**src/rtl/vip_multi_bbox_detect.sv**
```systemverilog
// Multi-target bounding-box detector for a 1-bit/pixel stream: clusters set pixels into NUM_TGT slots.
// Optional area filter and per-slot pixel counts via `define VIP_MTD_AREA_FILTER_EN.
module vip_multi_bbox_detect #(
  parameter int NUM_TGT   = 4,
  parameter int IMG_HDISP = 1280,
  parameter int IMG_VDISP = 720,
  parameter int XW        = 11,
  parameter int YW        = 10,
  parameter int CNT_W     = 20
) (
  input  logic                                 clk,
  input  logic                                 rst_n,
  input  logic                                 per_frame_vsync,
  input  logic                                 per_frame_href,
  input  logic                                 per_frame_clken,
  input  logic                                 per_img_bit,
  input  logic [YW-1:0]                        min_dist,
  input  logic [CNT_W-1:0]                     min_pixels,
  output logic [NUM_TGT*(2*XW+2*YW)-1:0]       target_pos_out,
  output logic [NUM_TGT-1:0]                   target_valid,
  output logic [NUM_TGT*CNT_W-1:0]             target_pix_cnt,
  output logic                                 target_overflow,
  output logic                                 frame_done
);

  localparam int BW = 2*XW + 2*YW;
  localparam int NW = ((XW > YW) ? XW : YW) + 1;
  localparam logic [XW-1:0] XMAX = XW'(IMG_HDISP - 1);
  localparam logic [YW-1:0] YMAX = YW'(IMG_VDISP - 1);
  localparam logic [NW-1:0] XLIM = NW'(IMG_HDISP - 1);
  localparam logic [NW-1:0] YLIM = NW'(IMG_VDISP - 1);
  localparam logic [NUM_TGT-1:0] ONE = NUM_TGT'(1);

  // Window test on one axis, one bit wider than the coordinate so margins never wrap.
  function automatic logic in_win(input logic [NW-1:0] p, input logic [NW-1:0] lo_b,
                                  input logic [NW-1:0] hi_b, input logic [NW-1:0] d,
                                  input logic [NW-1:0] lim);
    logic [NW-1:0] lo;
    logic [NW-1:0] hi;
    lo = (lo_b >= d) ? (lo_b - d) : '0;
    hi = hi_b + d;
    if (hi > lim) hi = lim;
    return (p >= lo) && (p <= hi);
  endfunction

  logic          vsync_q, href_q, frame_open_q;
  logic          vs_rise, vs_fall;
  logic [XW-1:0] x_q;
  logic [YW-1:0] y_q;
  logic          pix;

  logic [NUM_TGT-1:0] vld_q;
  logic [XW-1:0]      xmin_q [NUM_TGT];
  logic [XW-1:0]      xmax_q [NUM_TGT];
  logic [YW-1:0]      ymin_q [NUM_TGT];
  logic [YW-1:0]      ymax_q [NUM_TGT];
  logic               ovf_q;

  logic               s1_vld_q;
  logic [NUM_TGT-1:0] s1_hit_q;
  logic [XW-1:0]      s1_x_q;
  logic [YW-1:0]      s1_y_q;
  logic [NUM_TGT-1:0] fwd_oh_q;

  logic [NUM_TGT-1:0] hit_s1_d, hit_s2_d, hit_eff_d, free_d, wr_oh_d, valid_d;
  logic               ext_d, wr_en_d, drop_d;

  logic [NUM_TGT*BW-1:0] pos_q;
  logic [NUM_TGT-1:0]    valid_q;
  logic                  ovf_out_q, done_q;

  assign vs_rise = per_frame_vsync && !vsync_q;
  assign vs_fall = !per_frame_vsync && vsync_q;
  assign pix     = per_frame_vsync && per_frame_href && per_frame_clken && per_img_bit;

  // vsync_q resets high so a vsync already high out of reset is not mistaken for a frame start.
  always_ff @(posedge clk) begin
    if (!rst_n) begin
      vsync_q      <= 1'b1;
      href_q       <= 1'b0;
      frame_open_q <= 1'b0;
      x_q          <= '0;
      y_q          <= '0;
    end else begin
      vsync_q <= per_frame_vsync;
      href_q  <= per_frame_href;
      if (vs_rise)      frame_open_q <= 1'b1;
      else if (vs_fall) frame_open_q <= 1'b0;
      if (!per_frame_href)                    x_q <= '0;
      else if (per_frame_clken && x_q != XMAX) x_q <= x_q + 1'b1;
      if (!per_frame_vsync)                                  y_q <= '0;
      else if (href_q && !per_frame_href && y_q != YMAX)     y_q <= y_q + 1'b1;
    end
  end

  always_comb begin
    hit_s1_d = '0;
    hit_s2_d = '0;
    for (int unsigned i = 0; i < NUM_TGT; i++) begin
      hit_s1_d[i] = vld_q[i] &&
        in_win(NW'(x_q), NW'(xmin_q[i]), NW'(xmax_q[i]), NW'(min_dist), XLIM) &&
        in_win(NW'(y_q), NW'(ymin_q[i]), NW'(ymax_q[i]), NW'(min_dist), YLIM);
      hit_s2_d[i] = vld_q[i] &&
        in_win(NW'(s1_x_q), NW'(xmin_q[i]), NW'(xmax_q[i]), NW'(min_dist), XLIM) &&
        in_win(NW'(s1_y_q), NW'(ymin_q[i]), NW'(ymax_q[i]), NW'(min_dist), YLIM);
    end
    // Stage-1 hits predate last cycle's write; recheck only that slot when nothing else hit.
    hit_eff_d = (s1_hit_q != '0) ? s1_hit_q : (hit_s2_d & fwd_oh_q);
    ext_d     = |hit_eff_d;
    free_d    = ~vld_q;
    if (ext_d) wr_oh_d = hit_eff_d & (~hit_eff_d + ONE);
    else       wr_oh_d = free_d & (~free_d + ONE);
    wr_en_d = s1_vld_q && !vs_rise && (ext_d || (free_d != '0));
    drop_d  = s1_vld_q && !vs_rise && !ext_d && (free_d == '0);
  end

  always_ff @(posedge clk) begin
    if (!rst_n || vs_rise) begin
      s1_vld_q <= 1'b0;
      s1_hit_q <= '0;
      s1_x_q   <= '0;
      s1_y_q   <= '0;
      fwd_oh_q <= '0;
    end else begin
      s1_vld_q <= pix;
      s1_hit_q <= pix ? hit_s1_d : '0;
      s1_x_q   <= x_q;
      s1_y_q   <= y_q;
      fwd_oh_q <= wr_en_d ? wr_oh_d : '0;
    end
  end

  always_ff @(posedge clk) begin
    if (!rst_n || vs_rise) begin
      vld_q <= '0;
      ovf_q <= 1'b0;
      for (int unsigned i = 0; i < NUM_TGT; i++) begin
        xmin_q[i] <= '0;
        xmax_q[i] <= '0;
        ymin_q[i] <= '0;
        ymax_q[i] <= '0;
      end
    end else begin
      if (drop_d) ovf_q <= 1'b1;
      for (int unsigned i = 0; i < NUM_TGT; i++) begin
        if (wr_en_d && wr_oh_d[i]) begin
          if (ext_d) begin
            if (s1_x_q < xmin_q[i]) xmin_q[i] <= s1_x_q;
            if (s1_x_q > xmax_q[i]) xmax_q[i] <= s1_x_q;
            if (s1_y_q < ymin_q[i]) ymin_q[i] <= s1_y_q;
            if (s1_y_q > ymax_q[i]) ymax_q[i] <= s1_y_q;
          end else begin
            vld_q[i]  <= 1'b1;
            xmin_q[i] <= s1_x_q;
            xmax_q[i] <= s1_x_q;
            ymin_q[i] <= s1_y_q;
            ymax_q[i] <= s1_y_q;
          end
        end
      end
    end
  end

`ifdef VIP_MTD_AREA_FILTER_EN
  logic [CNT_W-1:0]       cnt_q [NUM_TGT];
  logic [NUM_TGT*CNT_W-1:0] cnt_out_q;

  always_ff @(posedge clk) begin
    for (int unsigned i = 0; i < NUM_TGT; i++) begin
      if (!rst_n || vs_rise)                         cnt_q[i] <= '0;
      else if (wr_en_d && wr_oh_d[i] && !ext_d)      cnt_q[i] <= CNT_W'(1);
      else if (wr_en_d && wr_oh_d[i] && cnt_q[i] != '1) cnt_q[i] <= cnt_q[i] + 1'b1;
    end
  end

  always_comb begin
    valid_d = '0;
    for (int unsigned i = 0; i < NUM_TGT; i++)
      valid_d[i] = vld_q[i] && (cnt_q[i] >= min_pixels);
  end

  always_ff @(posedge clk) begin
    if (!rst_n) cnt_out_q <= '0;
    else if (vs_fall && frame_open_q)
      for (int unsigned i = 0; i < NUM_TGT; i++)
        cnt_out_q[i*CNT_W +: CNT_W] <= vld_q[i] ? cnt_q[i] : '0;
  end

  assign target_pix_cnt = cnt_out_q;
`else
  logic unused_min_pixels;
  assign unused_min_pixels = ^min_pixels;
  assign valid_d           = vld_q;
  assign target_pix_cnt    = '0;
`endif

  always_ff @(posedge clk) begin
    if (!rst_n) begin
      pos_q     <= '0;
      valid_q   <= '0;
      ovf_out_q <= 1'b0;
      done_q    <= 1'b0;
    end else begin
      done_q <= vs_fall && frame_open_q;
      if (vs_fall && frame_open_q) begin
        valid_q   <= valid_d;
        ovf_out_q <= ovf_q;
        for (int unsigned i = 0; i < NUM_TGT; i++)
          pos_q[i*BW +: BW] <= vld_q[i] ? {ymax_q[i], xmax_q[i], ymin_q[i], xmin_q[i]} : '0;
      end
    end
  end

  assign target_pos_out  = pos_q;
  assign target_valid    = valid_q;
  assign target_overflow = ovf_out_q;
  assign frame_done      = done_q;

endmodule
```
**config.mk**
```make
export PLATFORM = sky130hd
export DESIGN_NAME = vip_multi_bbox_detect
export DESIGN_NICKNAME = d
export VERILOG_FILES = /design/src/rtl/vip_multi_bbox_detect.sv
export SDC_FILE = /design/constraint.sdc
export NUM_CORES = 2
export LEC_CHECK = 0
export BUFFER_PORTS_ARGS = -buffer_cell sky130_fd_sc_hd__buf_4
export CORE_UTILIZATION = 45
export CTS_CLUSTER_DIAMETER = 120
export DETAILED_ROUTE_END_ITERATION = 7
export GPL_TIMING_DRIVEN = 0
export HOLD_SLACK_MARGIN = 0.15
export PLACE_DENSITY = 0.65
export SLEW_MARGIN = 10
export SYNTH_ARGS = -nofsm -noshare
export SYNTH_HDL_FRONTEND = slang
export SYNTH_SLANG_ARGS = --single-unit
```
**constraint.sdc**
```tcl
create_clock -name clk -period 7.2 [get_ports clk]
set_clock_uncertainty 0.05 [all_clocks]
set_input_delay 1.44 -clock clk [delete_from_list [all_inputs] [get_ports clk]]
set_output_delay 1.44 -clock clk [all_outputs]
set_load 0.02 [all_outputs]
```
==> flow_metrics.env <==
export IMPL_crit_arrival_ns=7.28
export IMPL_power_per_cell_area_nw_per_um2=154
export IMPL_routed_wl_um=129000
export IMPL_whs_path_depth=2
export IMPL_grt_pass1_vias=30300
export IMPL_critPathMaxFanout=9
export IMPL_critPathLaunchType="input pin"
export IMPL_min_to="target_pos_out[147]"
export IMPL_grt_max_degree=25
export IMPL_ioPinCount=290
export IMPL_hold_buffers=0
export IMPL_drt_pass1_iterations=5
export IMPL_cp_end_kind="register"
export IMPL_drive_gt1_share_pct=13.9
export IMPL_synthToLayoutAreaGrowth_pct=17.2
export IMPL_drv_slew=14
export IMPL_cp_required_ns=7.45
export IMPL_start_util_pct=45.6
export IMPL_die_h_um=282
export IMPL_nFillCells=7260
export IMPL_cap_violations=1
export IMPL_final_common_cell="ha_1"
export IMPL_h_tree_depth=2
export IMPL_critPathTopFamily="compound AO/OA/AOI/OAI gates"
export IMPL_critPathMaxStageDelay_ns=0.45
export IMPL_synth_edf_count=168
export IMPL_syn_area_um2=35400
export IMPL_numCtsBuffers=46
export IMPL_path_cells="buf_4 > clkinvlp_4 > buf_4 > ha_1 > o21ai_0 > a211o_1 > a31oi_2 > or3_1 > clkbuf_1 > nor2b_1 > ha_1 > nand2b_1 > a2111oi_1 > o31ai_1 > a21oi_2 > or4_4 > a211oi_2 > a311o_2 > nor2_2 > nor2_2 > or3_1 > buf_12 > a22oi_2 > buf_6"
export IMPL_failed_checks="max-capacitance violations, max-slew violations"
export IMPL_grt_usage_pct=31.9
export IMPL_final_util_pct=53.4
export IMPL_timing_slew_headroom_pct=-1.21
export IMPL_antenna_found_initial=4
export IMPL_hp_class="register to register"
export IMPL_cts_tree="built"
export IMPL_final_cell_mix="ha_1, nand2_1, buf_4, inv_1, a21oi_1"
export IMPL_tightest_slew_ns=1.52
export IMPL_clock_sinks=401
export IMPL_drc_errors=0
export IMPL_ys_seq_area_share_pct=27.4
export IMPL_setup_viol=0
export IMPL_synth_cell_types=100
export IMPL_status="finished with violations"
export IMPL_r2r_slack_ns=0.79
export IMPL_critPathSlowestCell="a2111oi_1"
export IMPL_clk_pin_slew_worst_paths_ns=0.06
export IMPL_fp_dieW_um=282
export IMPL_synthFlopType="dfxtp_1"
export IMPL_regToRegEndpoint="ymin_q[0][36]"
export IMPL_syn_area_per_cell_um2=8.73
export IMPL_finalPower_mw=6.39
export IMPL_core_area_um2=77600
export IMPL_synthArstFlopShare_pct=0
export IMPL_p_leak_nw=18.1
export IMPL_finalCritPeriodShare_pct=97.6
export IMPL_reg2reg_depth=28
export IMPL_die_area_um2=79800
export IMPL_drtIter0Drc=2703
export IMPL_insertion_delay_ns=0.61
export IMPL_grt_pass1_wl_um=189000
export IMPL_yosysTopAreaCellShare_pct=22.8
export IMPL_via_count=32100
export IMPL_gp_congestion=0.962
export IMPL_path_buf_inv=6
export IMPL_cts_root_buf="clkbuf_16"
export IMPL_vias_per_cell=5.82
export IMPL_synth_seq_cells=401
export IMPL_grt_ovfl_total=0
export IMPL_fmax_ghz=0.142
export IMPL_irDropWorstVdd_mv=0.151
export IMPL_r2r_start="ymax_q[0][0]"
export IMPL_synthCells=4052
export IMPL_hp_start="target_pos_out[147]"
export IMPL_numPortBuffers=188
export IMPL_clk_path_buf_depth=3
export IMPL_fin_nets=5131
export IMPL_finalCriticalPeriod_ns=7.03
export IMPL_ant_nets=0
export IMPL_fp_row_count=102
export IMPL_crit_type="input pin to register"
export IMPL_yosys_area_top_type="ha_1"
export IMPL_yosys_top_cells_area="ha_1, edfxtp_1, dfxtp_1, a21boi_0, nand2_1"
export IMPL_yosys_warnings=0
export IMPL_dpl_hpwl_um=94500
export IMPL_hold_viol=0
export IMPL_wire_per_inst_um=23.4
[metrics by stage]
step / hold slack [ns] / cells / area, um^2 / TNS [ns] / worst slack, ns
finish: 0.411 / 5513 / 41500 / 0 / 0.172
global route: 0.431 / 5512 / 41500 / -1.89 / -0.0427
CTS: 0.416 / 5496 / 41100 / 0 / 0.00284
detailed placement: 0.407 / 5373 / 38700 / -583.92 / -2.23
global placement: 0.399 / 5359 / 38400 / -790.36 / -2.80
floorplan: 0.375 / 4131 / 35700 / 0 / 0.00178
[kinds of logic (layout without fill, tap and decap cells)]
family | Yosys count | after routing | synth area share [%]
and+or+nand+nor | 1311 | 1314 | 19.2
AOI/OAI and AO/OA | 1074 | 1076 | 20.3
adders and majority gates | 664 | 664 | 23.8
buffers and inverters | 467 | 803 | 5.95
DFF | 401 | 401 | 27.4
xor gates and xnor gates | 128 | 128 | 3.21
muxes | 6 | 6 | 0.173
other | 1 | 81 | 0.0106
[report_power, final]
| part | internal (mW) | switching [mW] |
|---|---|---|
| clock | 1.39 | 1.03 |
| combinational | 0.609 | 0.901 |
| sequential | 2.41 | 0.0559 |
[flip-flops by register name, summed over array words and instances (netlist names)]
name and count:
frame_open_q 1, target_valid 4, ymin_q 40, s1_hit_q 4
x_q 11, frame_done 1, s1_x_q 11, y_q 10
s1_vld_q 1, target_pos_out 168, fwd_oh_q 4, href_q 1
valid_d 4, ymax_q 40, xmax_q 44, ovf_q 1
xmin_q 44, vsync_q 1, s1_y_q 10, target_overflow 1
[Yosys cell counts (all sizes together) (9+ instances only)]
cell       n
a2111oi   10
a211o     14
a211oi    24
a21boi   213
a21o     112
a21oi    263
a22oi      9
a31oi     20
and2     122
and3      21
and4      12
buf      103
clkbuf    99
dfxtp    233
edfxtp   168
fa        16
ha       644
inv      262
nand2    360
nand2b    88
nand3    234
nand4     52
nor2     180
nor2b     80
nor3      55
nor3b     29
nor4      17
o2111ai   17
o211ai    24
o21a      66
o21ai    179
o21bai    39
o22ai     11
o31ai     15
or2       22
or3       17
xnor2     94
xor2      33
[final cells by class]
class / instances / area (um^2) / share of cell area, %
buffer: 202 / 1160 / 2.79
inverter: 265 / 1030 / 2.48
tap: 1040 / 1300 / 3.14
clock inverter: 17 / 134 / 0.323
sequential: 401 / 9730 / 23.5
clock buffer: 68 / 1400 / 3.39
timing repair buffer: 251 / 2240 / 5.41
antenna: 1 / 2.50 / 0.00603
multi-input combinational: 3268 / 24500 / 59.0
[worst reg2reg max path: cells and delay by family (launching register included)]
kind,cells,cell delay (ns)
AO/OA/AOI/OAI,11,2.13
AND/OR/NAND/NOR,8,1.49
buffers and inverters,5,0.94
adder cells (fa/ha/maj),3,0.94
flip-flops,1,0.47
XOR/XNOR,1,0.15
[timing repair]
action                                  in CTS  in global routing
setup buffers                               38                 11
gates cloned                                 0                  5
gates resized for setup                     87                 67
endpoints found under the setup margin     345                339
pin swaps                                   15                 23
endpoints found under the hold margin        0                  0
[per-layer routing]
metal  track usage (%)  vias up  part of all wire (%)
met1              40.8    15200                    42
li1                  -    15300                     -
met3              6.11      336                   8.4
met2              50.2     1260                    43
met5                 0        -                 0.018
met4              17.9        6                   6.3
[worst max path at each step]
| stage | start | to | cells past startpoint |
|---|---|---|---|
| 3_5_place_dp | min_dist[0] | xmin_q[1][2] | 25 |
| 2_1_floorplan | min_dist[1] | xmax_q[0][22] | 22 |
| 3_3_place_gp | min_dist[1] | xmin_q[1][3] | 26 |
| 4_1_cts | min_dist[6] | xmin_q[2][1] | 24 |
| 6_report | min_dist[5] | xmin_q[2][2] | 24 |
| 5_1_grt | min_dist[0] | ymin_q[0][36] | 29 |
Note: power is estimated with default switching activity, not from simulation.
